$ cat config.mk
export PLATFORM = sky130hd
export DESIGN_NAME = run_sequencer
export DESIGN_NICKNAME = d
export VERILOG_FILES = /design/src/rtl/run_sequencer.sv
export SDC_FILE = /design/constraint.sdc
export NUM_CORES = 1
export LEC_CHECK = 0
export CAP_MARGIN = 20
export CORE_ASPECT_RATIO = 1.4
export CORE_MARGIN = 5
export CORE_UTILIZATION = 35
export DETAILED_ROUTE_END_ITERATION = 8
export PLACE_DENSITY = 0.65
export SLEW_MARGIN = 0
export SYNTH_ARGS = -nofsm -noshare
export SYNTH_HDL_FRONTEND = slang
export SYNTH_SLANG_ARGS = --single-unit
$ cat constraint.sdc
create_clock -name clk -period 2.6 [get_ports clk]
set_clock_uncertainty 0.2 [all_clocks]
set_input_delay 0.52 -clock clk [delete_from_list [all_inputs] [get_ports clk]]
set_output_delay 0.52 -clock clk [all_outputs]
set_load 0.02 [all_outputs]
$ cat src/rtl/run_sequencer.sv
// Run sequencer for the NanoMIPS core: holds the core in reset, releases it, gates execution,
// counts executed cycles and enforces a watchdog. Optional single-step gating: RUN_SEQUENCER_STEP_EN.
module run_sequencer #(
  parameter int unsigned CW           = 16,
  parameter int unsigned RESET_CYCLES = 2,
  parameter int unsigned MAX_CYCLES   = 4000
) (
  input  logic          clk,
  input  logic          reset,
  input  logic          start,
  input  logic          abort,
  input  logic          core_done,
`ifdef RUN_SEQUENCER_STEP_EN
  input  logic          step_mode,
  input  logic          step,
`endif
  output logic          core_reset,
  output logic          core_run,
  output logic          busy,
  output logic          finished,
  output logic          timeout,
  output logic [CW-1:0] cycle_count
);

  typedef enum logic [1:0] {IDLE, HOLD, RUN, DONE} state_t;

  localparam logic [CW-1:0] LAST_COUNT = CW'(MAX_CYCLES - 1);
  localparam logic [7:0]    HOLD_LAST  = 8'(RESET_CYCLES - 1);

  state_t        state;
  logic [7:0]    hold_cnt;
  logic [CW-1:0] count_next;
  logic          step_on;
  logic          step_rise;

  assign count_next = cycle_count + CW'(1);

`ifdef RUN_SEQUENCER_STEP_EN
  logic step_q;

  always_ff @(posedge clk or posedge reset) begin
    if (reset) step_q <= 1'b0;
    else       step_q <= step;
  end

  assign step_on   = step_mode;
  assign step_rise = step & ~step_q;
`else
  assign step_on   = 1'b0;
  assign step_rise = 1'b0;
`endif

  always_ff @(posedge clk or posedge reset) begin
    if (reset) begin
      state       <= IDLE;
      hold_cnt    <= '0;
      core_reset  <= 1'b1;
      core_run    <= 1'b0;
      busy        <= 1'b0;
      finished    <= 1'b0;
      timeout     <= 1'b0;
      cycle_count <= '0;
    end else begin
      // Every executed cycle is counted, even one that is aborted or ends the run.
      if (core_run) cycle_count <= count_next;

      if (abort) begin
        state      <= IDLE;
        core_reset <= 1'b1;
        core_run   <= 1'b0;
        busy       <= 1'b0;
        finished   <= 1'b0;
        timeout    <= 1'b0;
      end else begin
        case (state)
          IDLE, DONE: begin
            if (start) begin
              state       <= HOLD;
              hold_cnt    <= '0;
              cycle_count <= '0;
              core_reset  <= 1'b1;
              core_run    <= 1'b0;
              busy        <= 1'b1;
              finished    <= 1'b0;
              timeout     <= 1'b0;
            end
          end
          HOLD: begin
            if (hold_cnt == HOLD_LAST) begin
              state      <= RUN;
              core_reset <= 1'b0;
              core_run   <= ~step_on;
            end else begin
              hold_cnt <= hold_cnt + 8'd1;
            end
          end
          RUN: begin
            if (core_run && core_done) begin
              state    <= DONE;
              core_run <= 1'b0;
              busy     <= 1'b0;
              finished <= 1'b1;
              timeout  <= 1'b0;
            end else if (core_run && cycle_count == LAST_COUNT) begin
              state    <= DONE;
              core_run <= 1'b0;
              busy     <= 1'b0;
              finished <= 1'b1;
              timeout  <= 1'b1;
            end else begin
              core_run <= ~step_on | step_rise;
            end
          end
          default: state <= IDLE;
        endcase
      end
    end
  end

endmodule

==> impl_metrics.yaml, run 1 <==
status:
  run_status: "completed"
critical_path:
  crit_buf_inv: 1
  worst_ep_required_time_ns: 1.88
  worstSetupPathDepth: 1
  setup.worst_path.end_class: "output pin"
  worst_ep_arrival_time_ns: 1.58
  start_kind: "flip-flop"
  critical_path.slowest_cell: "clkdlybuf4s50_1"
  r2r_cells: 6
  worstPathMaxFanout: 10
  cp_cell_sequence: "clkdlybuf4s50_1"
  worst_path_class_setup: "reg2out"
  worst_path_dominant_cell_family: "buffers and inverters"
  max_stage_delay_ns: 0.69
logic_synthesis:
  async_reset_ff_share_pct: 100
  synth_area_per_cell_um2: 9.54
  yosysTopAreaCell: "dfrtp_1"
  synthDominantCellAreaShare_pct: 41.4
  synthDistinctLibCells: 48
  synth_simple_gate_area_share_pct: 28.3
  post_synth_instance_area_um2: 1810
  synthesis.yosys.warnings: 0
  syn-num-nets: 200
  synth-edff-count: 0
  synth_compound_area_share_pct: 13.1
  synth_top_family_by_area: "simple AND/OR/NAND/NOR gates"
  post_synth_xor_area_fraction_pct: 5.32
  synth_fa_ha_area_share_pct: 3.45
  ys_seq_elements: 31
  seq_area_frac_synth_pct: 42.9
  synth_top_cells_by_area: "dfrtp_1, nor2_1, ha_1"
  synth_mux_area_share_pct: 4.28
  synthFlopType: "dfrtp_1"
  syn-instance-count: 190
place:
  place_hpwl_mm: 2.96
  placed_cells_incl_taps: 279
  place_area_um2: 2140
  gp_congestion: 0.782
  place.port_buffers: 25
sta:
  timing.slew.headroom_pct: 66.2
  report.final.setup_viol: 0
  grt_setup_unrepaired: "no"
  fin_setup_tns_ns: 0
  worst_pin_slew_ns: 0.504
  final.period_utilization_pct: 88.3
  hold_slack_ns: 0.326
  achievable-frequency_mhz: 436
  timing_max_transition_violations_final: 0
  period_needed_ns: 2.30
  final_hold_viol_count: 0
clock_network:
  clock_insertion_delay_at_the_later_pin_of_the_skew_report_ns: 0.28
  ctsHoldBuffers: 0
  tritoncts.num_buffers: 5
  post-cts-setup-buffer-count: 0
  cts_tree: "done"
  tritoncts_num_sinks: 31
  cts_resized: 0
  clock_tree.htree_level_count: 2
  ctsRootBufferMaster: "clkbuf_8"
  clk_pin_slew_ns: 0.07
  cts_buffer_depth: 2
floorplanning:
  die_area_um2: 6740
  initial_utilization_pct: 35.4
  std_cell_rows: 31
  io_pins: 26
  die_h_um: 95.1
  dieWidth_um: 70.8
  design.core.area_um2: 5120
finish:
  drive_gt1_share_pct: 9.05
  number_of_diodes: 0
  area_delta_synth_final_pct: 22.7
  number_of_filler_instances_in_the_final_layout: 528
  final-instance-count-excl-fill: 287
  top_library_cells_by_usage_in_the_layout_fill_and_taps_aside: "dfrtp_1, clkdlybuf4s50_1, nor2_1"
  fin_area_um2: 2220
  most_common_cell_after_layout_fill_and_taps_aside: "dfrtp_1"
  nNetsFinal: 230
min_path:
  type_of_the_tightest_min_delay_check: "reg2reg"
  worst_hold_path.num_cells: 1
detailed_routing:
  avgViaCountPerCell: 5.27
  drt_iter0_drc: 86
  drc_errors: 0
  wl_per_cell_um: 14.6
  dr.max_layer_used: "met4"
  first_pass_iters: 4
  detail-route-antenna-nets: 0
  detail_route.wirelength.met1_mm: 1.95
  routed-wl-met2_mm: 2.04
  routed_wl_mm: 4.18
  vias: 1513
  wl_met3_um: 136
global_route:
  global_route.usage.total_pct: 13.8
  grt_pass1_wl_mm: 7.40
  grt_antenna_before_repair: 0
  number_of_global_route_vias_before_repair: 1553
  gr-total-overflow: 0
  pin_count_of_the_biggest_net_entering_global_routing: 32
pwr:
  power.total_mw: 1.49
  power_density_nw_per_um2: 670
  cellLeakagePower_nw: 0.936
  irDropWorstVdd_uv: 237
flow_run:
  drv.max_cap_violation_count: 0
sequential cells by signal, indices dropped and copies added, names as in the netlist:
name	count
busy	1
hold_cnt	8
core_reset	1
timeout	1
finished	1
core_run	1
state	2
cycle_count	16
cell type report:
type                            count  area, um^2  share of cell area, %
Tap cell                           66        82.6                   3.72
Multi-Input combinational cell    148         987                   44.4
Clock buffer                        8        80.1                   3.60
Sequential cell                    31         777                   35.0
Inverter                            6        22.5                   1.01
Timing Repair Buffer               28         273                   12.3
through the flow:
stage	utilization (%)	setup WS, ns
after CTS	43.4	0.260
after global placement	41.8	0.407
after floorplan	-	0.742
after global routing	43.4	0.246
final	43.4	0.304
after detailed placement	41.8	0.309
power breakdown:
part | internal (mW) | total [mW] | switching [mW] | leakage (nW)
clock network | 0.190 | 0.370 | 0.180 | 0.0395
registers | 0.529 | 0.585 | 0.0556 | 0.425
logic | 0.209 | 0.533 | 0.324 | 0.472
total | 0.928 | 1.49 | 0.560 | 0.936
metal layers:
layer	vias to the layer above	track usage, %
li1	754	-
met1	723	17.2
met2	30	22.5
met3	6	3.90
met4	0	5.17
met5	-	0
worst paths after layout:
check | start | endpoint | slack (ns)
setup / recovery | core_run | core_run | 0.30
hold / removal | timeout | timeout | 0.33
setup reg to reg | state[0] | hold_cnt[5] | 0.54
hold reg to reg | timeout | timeout | 0.33
max in group asynchronous | reset | core_reset | 1.44
min in group asynchronous | reset | hold_cnt[1] | 0.42
cells by family (layout without fill, tap and decap cells):
logic type / count (synthesis) / in the layout
compound gates: 35 / 35
xor+xnor: 11 / 11
fa+ha+maj: 5 / 5
buf+inv: 11 / 42
flops: 31 / 31
mux: 7 / 7
simple gates: 90 / 90
synth_stat cells (2+ instances only):
master,instances
o21a_1,2
o211ai_1,3
nand3_1,11
nand2b_1,5
and2_1,3
a211oi_1,2
xor2_1,5
ha_1,5
a21oi_1,3
nor2b_1,5
and4_2,2
dfrtp_1,30
nor4_1,2
buf_2,2
o21ai_0,12
and3_1,2
and4_1,3
nand4_1,6
mux2i_1,4
xnor2_1,6
nor2_1,20
inv_1,6
nand2_1,15
clkbuf_1,2
nor3_1,7
o31ai_1,4
o41ai_1,2
(Power assumes the default switching activity.)
==> run 2, diff against run 1 <==
--- a/config.mk
+++ b/config.mk
@@ -7,7 +7,7 @@
 export LEC_CHECK = 0
 export CAP_MARGIN = 20
 export CORE_ASPECT_RATIO = 1.4
-export CORE_MARGIN = 5
+export CORE_MARGIN = 2
 export CORE_UTILIZATION = 35
 export DETAILED_ROUTE_END_ITERATION = 8
 export PLACE_DENSITY = 0.65
==> run 2 against run 1 <==
- first-iteration DRC count fell by 1.2%
- worst hold slack improved by 0.0081 ns
- combinational power shrank 0.8%
- critical path depth unchanged
- final area up 0.90%
- critical endpoint unchanged
- largest cell class unchanged
- highest routed layer unchanged
==> impl_metrics.yaml, run 2 (synthesis gave the netlist of run 1 again) <==
sta:
  worst_pin_slew_ns: 0.491
  final.period_utilization_pct: 88.8
  period_needed_ns: 2.31
  timing_max_transition_violations_final: 0
  timing.slew.headroom_pct: 67.1
  fin_setup_tns_ns: 0
  achievable-frequency_mhz: 433
  report.final.setup_viol: 0
  final_hold_viol_count: 0
  grt_setup_unrepaired: "no"
clock_network:
  clock_insertion_delay_at_the_later_pin_of_the_skew_report_ns: 0.28
  clock_tree.htree_level_count: 2
  tritoncts_num_sinks: 31
  ctsHoldBuffers: 0
  clk_pin_slew_ns: 0.07
  tritoncts.num_buffers: 5
  ctsRootBufferMaster: "clkbuf_8"
  post-cts-setup-buffer-count: 0
  cts_tree: "done"
  cts_resized: 0
  cts_buffer_depth: 2
finish:
  drive_gt1_share_pct: 9.95
  ff_latch_area_um2: 777
  nNetsFinal: 230
  number_of_filler_instances_in_the_final_layout: 510
  layout_top_registers: "cycle_count (16), hold_cnt (8), state (2)"
  number_of_diodes: 0
  largest_register_ff_count: 16
  top_library_cells_by_usage_in_the_layout_fill_and_taps_aside: "dfrtp_1, clkdlybuf4s50_1, nor2_1"
  largest-register: "cycle_count"
  area_delta_synth_final_pct: 23.8
  multiInputGateArea_um2: 987
  layout.core_utilization_pct: 44.1
  most_common_cell_after_layout_fill_and_taps_aside: "dfrtp_1"
min_path:
  type_of_the_tightest_min_delay_check: "reg2reg"
pwr:
  power_switching_uw: 549
  power.sequential.fraction_pct: 38.1
  irDropWorstVdd_uv: 344
  share_comb_of_total_power_pct: 34.6
  sw_frac_of_total_pct: 35.9
  power.total_mw: 1.53
  power.internal_uw: 980
  clock_power_share_pct: 27.3
  cellLeakagePower_nw: 0.948
  power_density_nw_per_um2: 682
critical_path:
  crit_buf_inv: 1
  max_stage_delay_ns: 0.69
  worst_path_dominant_cell_family: "buffers and inverters"
  critical_path.slowest_cell: "clkdlybuf4s50_1"
  start_kind: "flip-flop"
  setup.worst_path.end_class: "output pin"
  worstPathMaxFanout: 10
  cp_cell_sequence: "clkdlybuf4s50_1"
  worst_ep_required_time_ns: 1.88
  worst_ep_arrival_time_ns: 1.59
  worst_path_class_setup: "reg2out"
detailed_routing:
  wl_per_cell_um: 14.1
  routed_wl_mm: 4.04
  vias: 1550
  drc_errors: 0
  drt_iter0_drc: 85
  first_pass_iters: 4
  avgViaCountPerCell: 5.40
  detail-route-antenna-nets: 0
floorplanning:
  initial_utilization_pct: 35.7
  die_area_um2: 5780
  std_cell_rows: 31
  design.core.area_um2: 5080
  die_h_um: 89.1
  dieWidth_um: 64.8
  io_pins: 26
status:
  run_status: "completed"
place:
  place.port_buffers: 25
  place_hpwl_mm: 2.92
  gp_congestion: 0.760
global_route:
  grt_pass1_wl_mm: 6.78
  pin_count_of_the_biggest_net_entering_global_routing: 32
  number_of_global_route_vias_before_repair: 1503
  grt_antenna_before_repair: 0
  gr-total-overflow: 0
  global_route.usage.total_pct: 15.0
flow_run:
  drv.max_cap_violation_count: 0
-- run 2: cell counts in the layout (fill, tap and decap cells not counted) --
Identical to the previous run, type by type.
-- run 2: power by group through the flow --
stage          Combinational, mW  Sequential (mW)  Clock (mW)
6_report                   0.529            0.582       0.418
4_1_cts                    0.531            0.582       0.432
3_3_place_gp               0.527            0.591           0
5_1_grt                    0.592            0.593       0.449
2_1_floorplan              0.368            0.599           0
3_5_place_dp               0.526            0.592           0
-- run 2: final cells by class --
type / instances / share of cell area [%]
clock buffers: 8 / 4.46
multi-input cells: 148 / 44.0
flip-flops and latches: 31 / 34.7
inverters: 6 / 1.00
repair buffers: 28 / 12.2
well taps: 66 / 3.68
-- run 2: path summary, 6_finish.rpt --
kind                       slack [ns]          end     start  depth (start not counted)
max in group asynchronous        1.44   core_reset     reset                          3
min reg2reg                      0.33      timeout   timeout                          1
min                              0.33      timeout   timeout                          1
min in group asynchronous        0.43  hold_cnt[1]     reset                          3
max                              0.29     core_run  core_run                          1
max reg2reg                      0.57  hold_cnt[5]  state[0]                          6
-- run 2: through the flow --
step           hold slack [ns]  cell area [um^2]  worst slack, ns  std cells
4_1_cts                  0.339              2240            0.273        287
6_report                 0.334              2240            0.291        287
5_1_grt                  0.361              2240            0.229        287
2_1_floorplan            0.291              1810            0.742        190
3_3_place_gp             0.314              2140            0.383        279
3_5_place_dp             0.327              2140            0.343        279
-- run 2: routing by layer --
layer	vias up	wire, um	GRT usage [%]
met5	-	0	0
met4	0	52	4.64
met3	7	136	3.02
met2	35	2060	27.9
met1	762	1790	17.1
li1	746	-	-
==> run 3, diff against run 2 <==
--- a/config.mk
+++ b/config.mk
@@ -10,7 +10,9 @@
 export CORE_MARGIN = 2
 export CORE_UTILIZATION = 35
 export DETAILED_ROUTE_END_ITERATION = 8
+export GPL_TIMING_DRIVEN = 0
 export PLACE_DENSITY = 0.65
+export SETUP_SLACK_MARGIN = 0.15
 export SLEW_MARGIN = 0
 export SYNTH_ARGS = -nofsm -noshare
 export SYNTH_HDL_FRONTEND = slang
==> run 3 against run 2 <==
- sequential power down 0.7%
- critical path depth increased by 5
- worst hold slack lost 0.012 ns
- critical path type is now reg2reg
- via count shrank 1.9%
==> impl_metrics.yaml, run 3 (synthesis gave the netlist of run 1 again) <==
clock_network:
  clk_pin_slew_ns: 0.06
  clock_insertion_delay_at_the_later_pin_of_the_skew_report_ns: 0.28
  ctsHoldBuffers: 0
  cts_tree: "done"
  cts_resized: 0
  ctsRootBufferMaster: "clkbuf_8"
  tritoncts_num_sinks: 31
  clock_tree.htree_level_count: 2
  cts_buffer_depth: 2
  tritoncts.num_buffers: 5
  post-cts-setup-buffer-count: 0
sta:
  timing.slew.headroom_pct: 55.2
  period_needed_ns: 2.19
  achievable-frequency_mhz: 457
  final.period_utilization_pct: 84.2
  fin_setup_tns_ns: 0
  grt_setup_unrepaired: "no"
  final_hold_viol_count: 0
  report.final.setup_viol: 0
  worst_pin_slew_ns: 0.672
  timing_max_transition_violations_final: 0
  hold_slack_ns: 0.323
min_path:
  holdPathEnd: "timeout"
  type_of_the_tightest_min_delay_check: "reg2reg"
  timing.hold.worst.start: "timeout"
  worst_hold_path.num_cells: 1
detailed_routing:
  first_pass_iters: 4
  detail-route-antenna-nets: 0
  routed_wl_mm: 4.01
  drt_iter0_drc: 62
  avgViaCountPerCell: 5.28
  vias: 1520
  drc_errors: 0
  wl_per_cell_um: 13.9
critical_path:
  worst_path_class_setup: "reg2reg"
  r2r_cells: 6
  crit-reg2reg-launch: "state[0]"
  worstReg2RegEnd: "cycle_count[11]"
  worstPathMaxFanout: 10
  start_kind: "flip-flop"
  worst_ep_required_time_ns: 2.56
  setup.worst_path.end_class: "flip-flop"
  worst_ep_arrival_time_ns: 2.15
  setup.reg_to_reg.worst_slack_ns: 0.41
floorplanning:
  die_h_um: 89.1
  initial_utilization_pct: 35.7
  die_area_um2: 5780
  io_pins: 26
  std_cell_rows: 31
  dieWidth_um: 64.8
  design.core.area_um2: 5080
flow_run:
  drv.max_cap_violation_count: 0
pwr:
  share_comb_of_total_power_pct: 36.6
  sw_frac_of_total_pct: 36.8
  cellLeakagePower_nw: 0.950
  power.total_mw: 1.46
  power_switching_uw: 536
  clock_power_share_pct: 23.7
  power.internal_uw: 920
  power_density_nw_per_um2: 649
  irDropWorstVdd_uv: 344
  power.sequential.fraction_pct: 39.7
finish:
  drive_gt1_share_pct: 9.46
  largest-register: "cycle_count"
  number_of_diodes: 0
  largest_register_ff_count: 16
  fin_area_um2: 2240
  number_of_filler_instances_in_the_final_layout: 496
  layout_top_registers: "cycle_count (16), hold_cnt (8), state (2)"
  most_common_cell_after_layout_fill_and_taps_aside: "dfrtp_1"
  layout.core_utilization_pct: 44.2
  nNetsFinal: 233
  top_library_cells_by_usage_in_the_layout_fill_and_taps_aside: "dfrtp_1, clkdlybuf4s50_1, nor2_1"
  area_delta_synth_final_pct: 23.9
place:
  place.port_buffers: 25
  place_hpwl_mm: 3.04
  gp_congestion: 0.850
  place_area_um2: 2170
global_route:
  pin_count_of_the_biggest_net_entering_global_routing: 18
  grt_antenna_before_repair: 0
  grt_pass1_wl_mm: 7.02
  number_of_global_route_vias_before_repair: 1499
  global_route.usage.total_pct: 15.8
  gr-total-overflow: 0
status:
  run_status: "completed"
-- run 3: changes by cell type in the layout (fill, tap and decap cells not counted) --
cell      change
clkbuf_8      -2
buf_16        +1
buf_2         +2
clkbuf_1      +2
buf_4         -2
-- run 3: power groups by stage --
stage | sequential, mW | combinational (mW) | clock [mW]
3_5_place_dp | 0.587 | 0.541 | 0
4_1_cts | 0.579 | 0.539 | 0.360
3_3_place_gp | 0.586 | 0.530 | 0
6_report | 0.578 | 0.533 | 0.345
2_1_floorplan | 0.599 | 0.368 | 0
5_1_grt | 0.584 | 0.602 | 0.384
-- run 3: worst max path at each step --
stage	startpoint	endpoint	slack, ns	cells past startpoint
3_3_place_gp	start	cycle_count[11]	0.1	5
4_1_cts	state[0]	cycle_count[11]	0.37	6
2_1_floorplan	cycle_count[0]	state[1]	0.74	6
6_report	state[0]	cycle_count[11]	0.41	6
5_1_grt	state[0]	cycle_count[9]	0.23	6
3_5_place_dp	start	cycle_count[4]	0.09	5
-- run 3: layout make-up --
type                       instances  area [um^2]  area share (%)
inverter                           6         22.5            1.00
clock buffer                       6         72.6            3.23
tap                               66         82.6            3.68
multi-input combinational        148          987            44.0
timing repair buffer              26          278            12.4
buffer                             5         25.0            1.11
sequential                        31          777            34.6
-- run 3: layer usage --
metal | part of all wire (%) | global-route usage [%] | up-vias
li1 | - | - | 760
met1 | 43 | 18.5 | 725
met2 | 52 | 27.5 | 28
met3 | 3.6 | 3.40 | 7
met4 | 1.7 | 7.54 | 0
met5 | 0 | 0 | -
-- run 3: critical path, cell delays in order (launching register included) --
cell,delay (ns)
dfrtp_1,0.38
inv_1,0.06
ha_1,0.41
nand2_1,0.10
nor2_1,0.50
buf_2,0.34
nor2_1,0.08
-- run 3: through the flow --
stage,worst slack [ns],cells
floorplan,0.742,190
global route,0.229,288
global placement,0.0999,281
detailed placement,0.0861,282
CTS,0.367,288
finish,0.411,288
==> RTL change, RTL diff (settings of run 2) <==
Set the parameter `CW` to 15 (it was 16).
--- a/src/rtl/run_sequencer.sv
+++ b/src/rtl/run_sequencer.sv
@@ -1,7 +1,7 @@
 // Run sequencer for the NanoMIPS core: holds the core in reset, releases it, gates execution,
 // counts executed cycles and enforces a watchdog. Optional single-step gating: RUN_SEQUENCER_STEP_EN.
 module run_sequencer #(
-  parameter int unsigned CW           = 16,
+  parameter int unsigned CW           = 15,
   parameter int unsigned RESET_CYCLES = 2,
   parameter int unsigned MAX_CYCLES   = 4000
 ) (
Interface: changed (resized cycle_count); port bits go from 26 to 25. The function was not compared with the original's and may differ.
==> RTL change against run 2 <==
- critical path depth unchanged
- sequential power increased by 4.8%
- synthesized cell count decreased by 3.2%
- power increased by 2.7%
- via count decreased by 5.3%
- global-route usage increased by 0.056 points
- cell area decreased by 3.1%
- setup slack improved by 31 ps
- routed wire length decreased by 4.1%
- largest power group unchanged
- area after synthesis decreased by 1.6%
- count of clock-buffer cells in the layout decreased by 1
- sequential cell count decreased by 1
==> RTL change: results (changes against run 2) <==
metric,value,unit,change
power_leakage,0.000903,uW,-4.8%
post-place-ws,339,ps,-3.37 ps
share_seq_of_total_power,0.389,,+0.008
placed_cell_area,2080,um^2,-2.9%
met1_length,1710,um,-4.4%
status,"complete, no violations",,
synth_nets,194,,-3.0%
met2_length,1960,um,-4.8%
worstPathMaxFanout,11,,+1
clk_latency,280,ps,about the same
swShare,0.367,,+0.00807
vias,1468,,-5.3%
post-dp-hpwl,2780,um,-4.8%
grt_pass1_wl,6660,um,-1.7%
drive_gt1_frac,0.108,,+0.00843
synth_cells,184,,-3.2%
netlist_top_cells_area,"dfrtp_1 41%, nor2_1 4.2%, ha_1 3.5%",,
reg_top3,"cycle_count: 15 flops, hold_cnt: 8 flops, state: 2 flops",,
synth_xor_area_frac,0.0540,,+0.000858
dr_wl_met3,127,um,-6.6%
synth_fa_ha_area_frac,0.0351,,+0.000557
top_layer_used,met4,,
antenna_cells,0,,unchanged
crit_end,core_run,,
reg2reg_from,cycle_count[0],,
synth_compound_gate_area_share,0.144,,+0.0126
worst_pin_slew,523,ps,+31.9 ps
cts_resized,0,,unchanged
peakVddDrop,0.000416,V,+21%
synthTopCellsByCount,"29 x dfrtp_1, 20 x nor2_1, 13 x nand2_1",,
place.gp.congestion,0.810,,+6.6%
grt_usage,0.150,,+0.000563
dp_cells,269,,-3.6%
fin_nets,222,,-3.5%
cp.arrival,1560,ps,-30 ps
stdcell_count,277,,-3.5%
crit_family,buffers and inverters,,
grt_max_degree,31,,-3.1%
muxShareOfSynthArea,0.0175,,-0.0253
io_buffer_count,24,,-4.0%
totalWireLength,3870,um,-4.1%
fill_cells,494,,-3.1%
reg2reg_depth,5,,-1
initialDrtViolationCount,69,,-19%
ys_seq_area_frac,0.422,,-0.00711
r2r_end,state[1],,
period_needed,2280,ps,-30.7 ps
critPathMaxStageDelay,690,ps,about the same
## RTL change: area by class of cell
cell class / count / area, um^2 / share of cell area
multi-input cells: 141 / 960 / 0.442
well taps: 64 / 80.1 / 0.0369
clock inverters: 1 / 5.00 / 0.00230
flip-flops and latches: 30 / 752 / 0.346
repair buffers: 27 / 263 / 0.121
clock buffers: 7 / 86.3 / 0.0397
inverters: 7 / 26.3 / 0.0121
## RTL change: per-layer routing
metal / vias to the layer above / GRT usage
met3: 9 / 0.0420
met2: 35 / 0.264
li1: 716 / -
met1: 708 / 0.172
met4: 0 / 0.0638
met5: - / 0
## RTL change: worst min-delay path by stage
stage	endpoint	slack [ps]	depth (start not counted)
CTS	timeout	290	1
finish	timeout	290	1
global route	timeout	310	1
floorplan	hold_cnt[1]	300	2
global placement	timeout	270	1
detailed placement	timeout	280	1
## RTL change: cells by family (layout without fill, tap and decap cells)
kind of cell / count (synthesis) / in the layout
AO/OA/AOI/OAI: 37 / 37
AND/OR/NAND/NOR: 85 / 85
multiplexers: 3 / 3
buffers and inverters: 13 / 42
flip-flops: 30 / 30
XOR/XNOR: 11 / 11
adder cells (fa/ha/maj): 5 / 5
## RTL change: through the flow
| stage | total power [uW] | hold slack [ps] |
|---|---|---|
| floorplan | 1020 | 303 |
| global placement | 1170 | 274 |
| detailed placement | 1190 | 277 |
| CTS | 1580 | 292 |
| global route | 1680 | 311 |
| finish | 1570 | 290 |
## RTL change: power by group through the flow
| stage | logic, uW | registers [uW] | clock network, uW |
|---|---|---|---|
| 2_1_floorplan | 397 | 625 | 0 |
| 3_3_place_gp | 561 | 613 | 0 |
| 3_5_place_dp | 569 | 616 | 0 |
| 4_1_cts | 570 | 608 | 403 |
| 5_1_grt | 631 | 620 | 434 |
| 6_report | 567 | 610 | 393 |
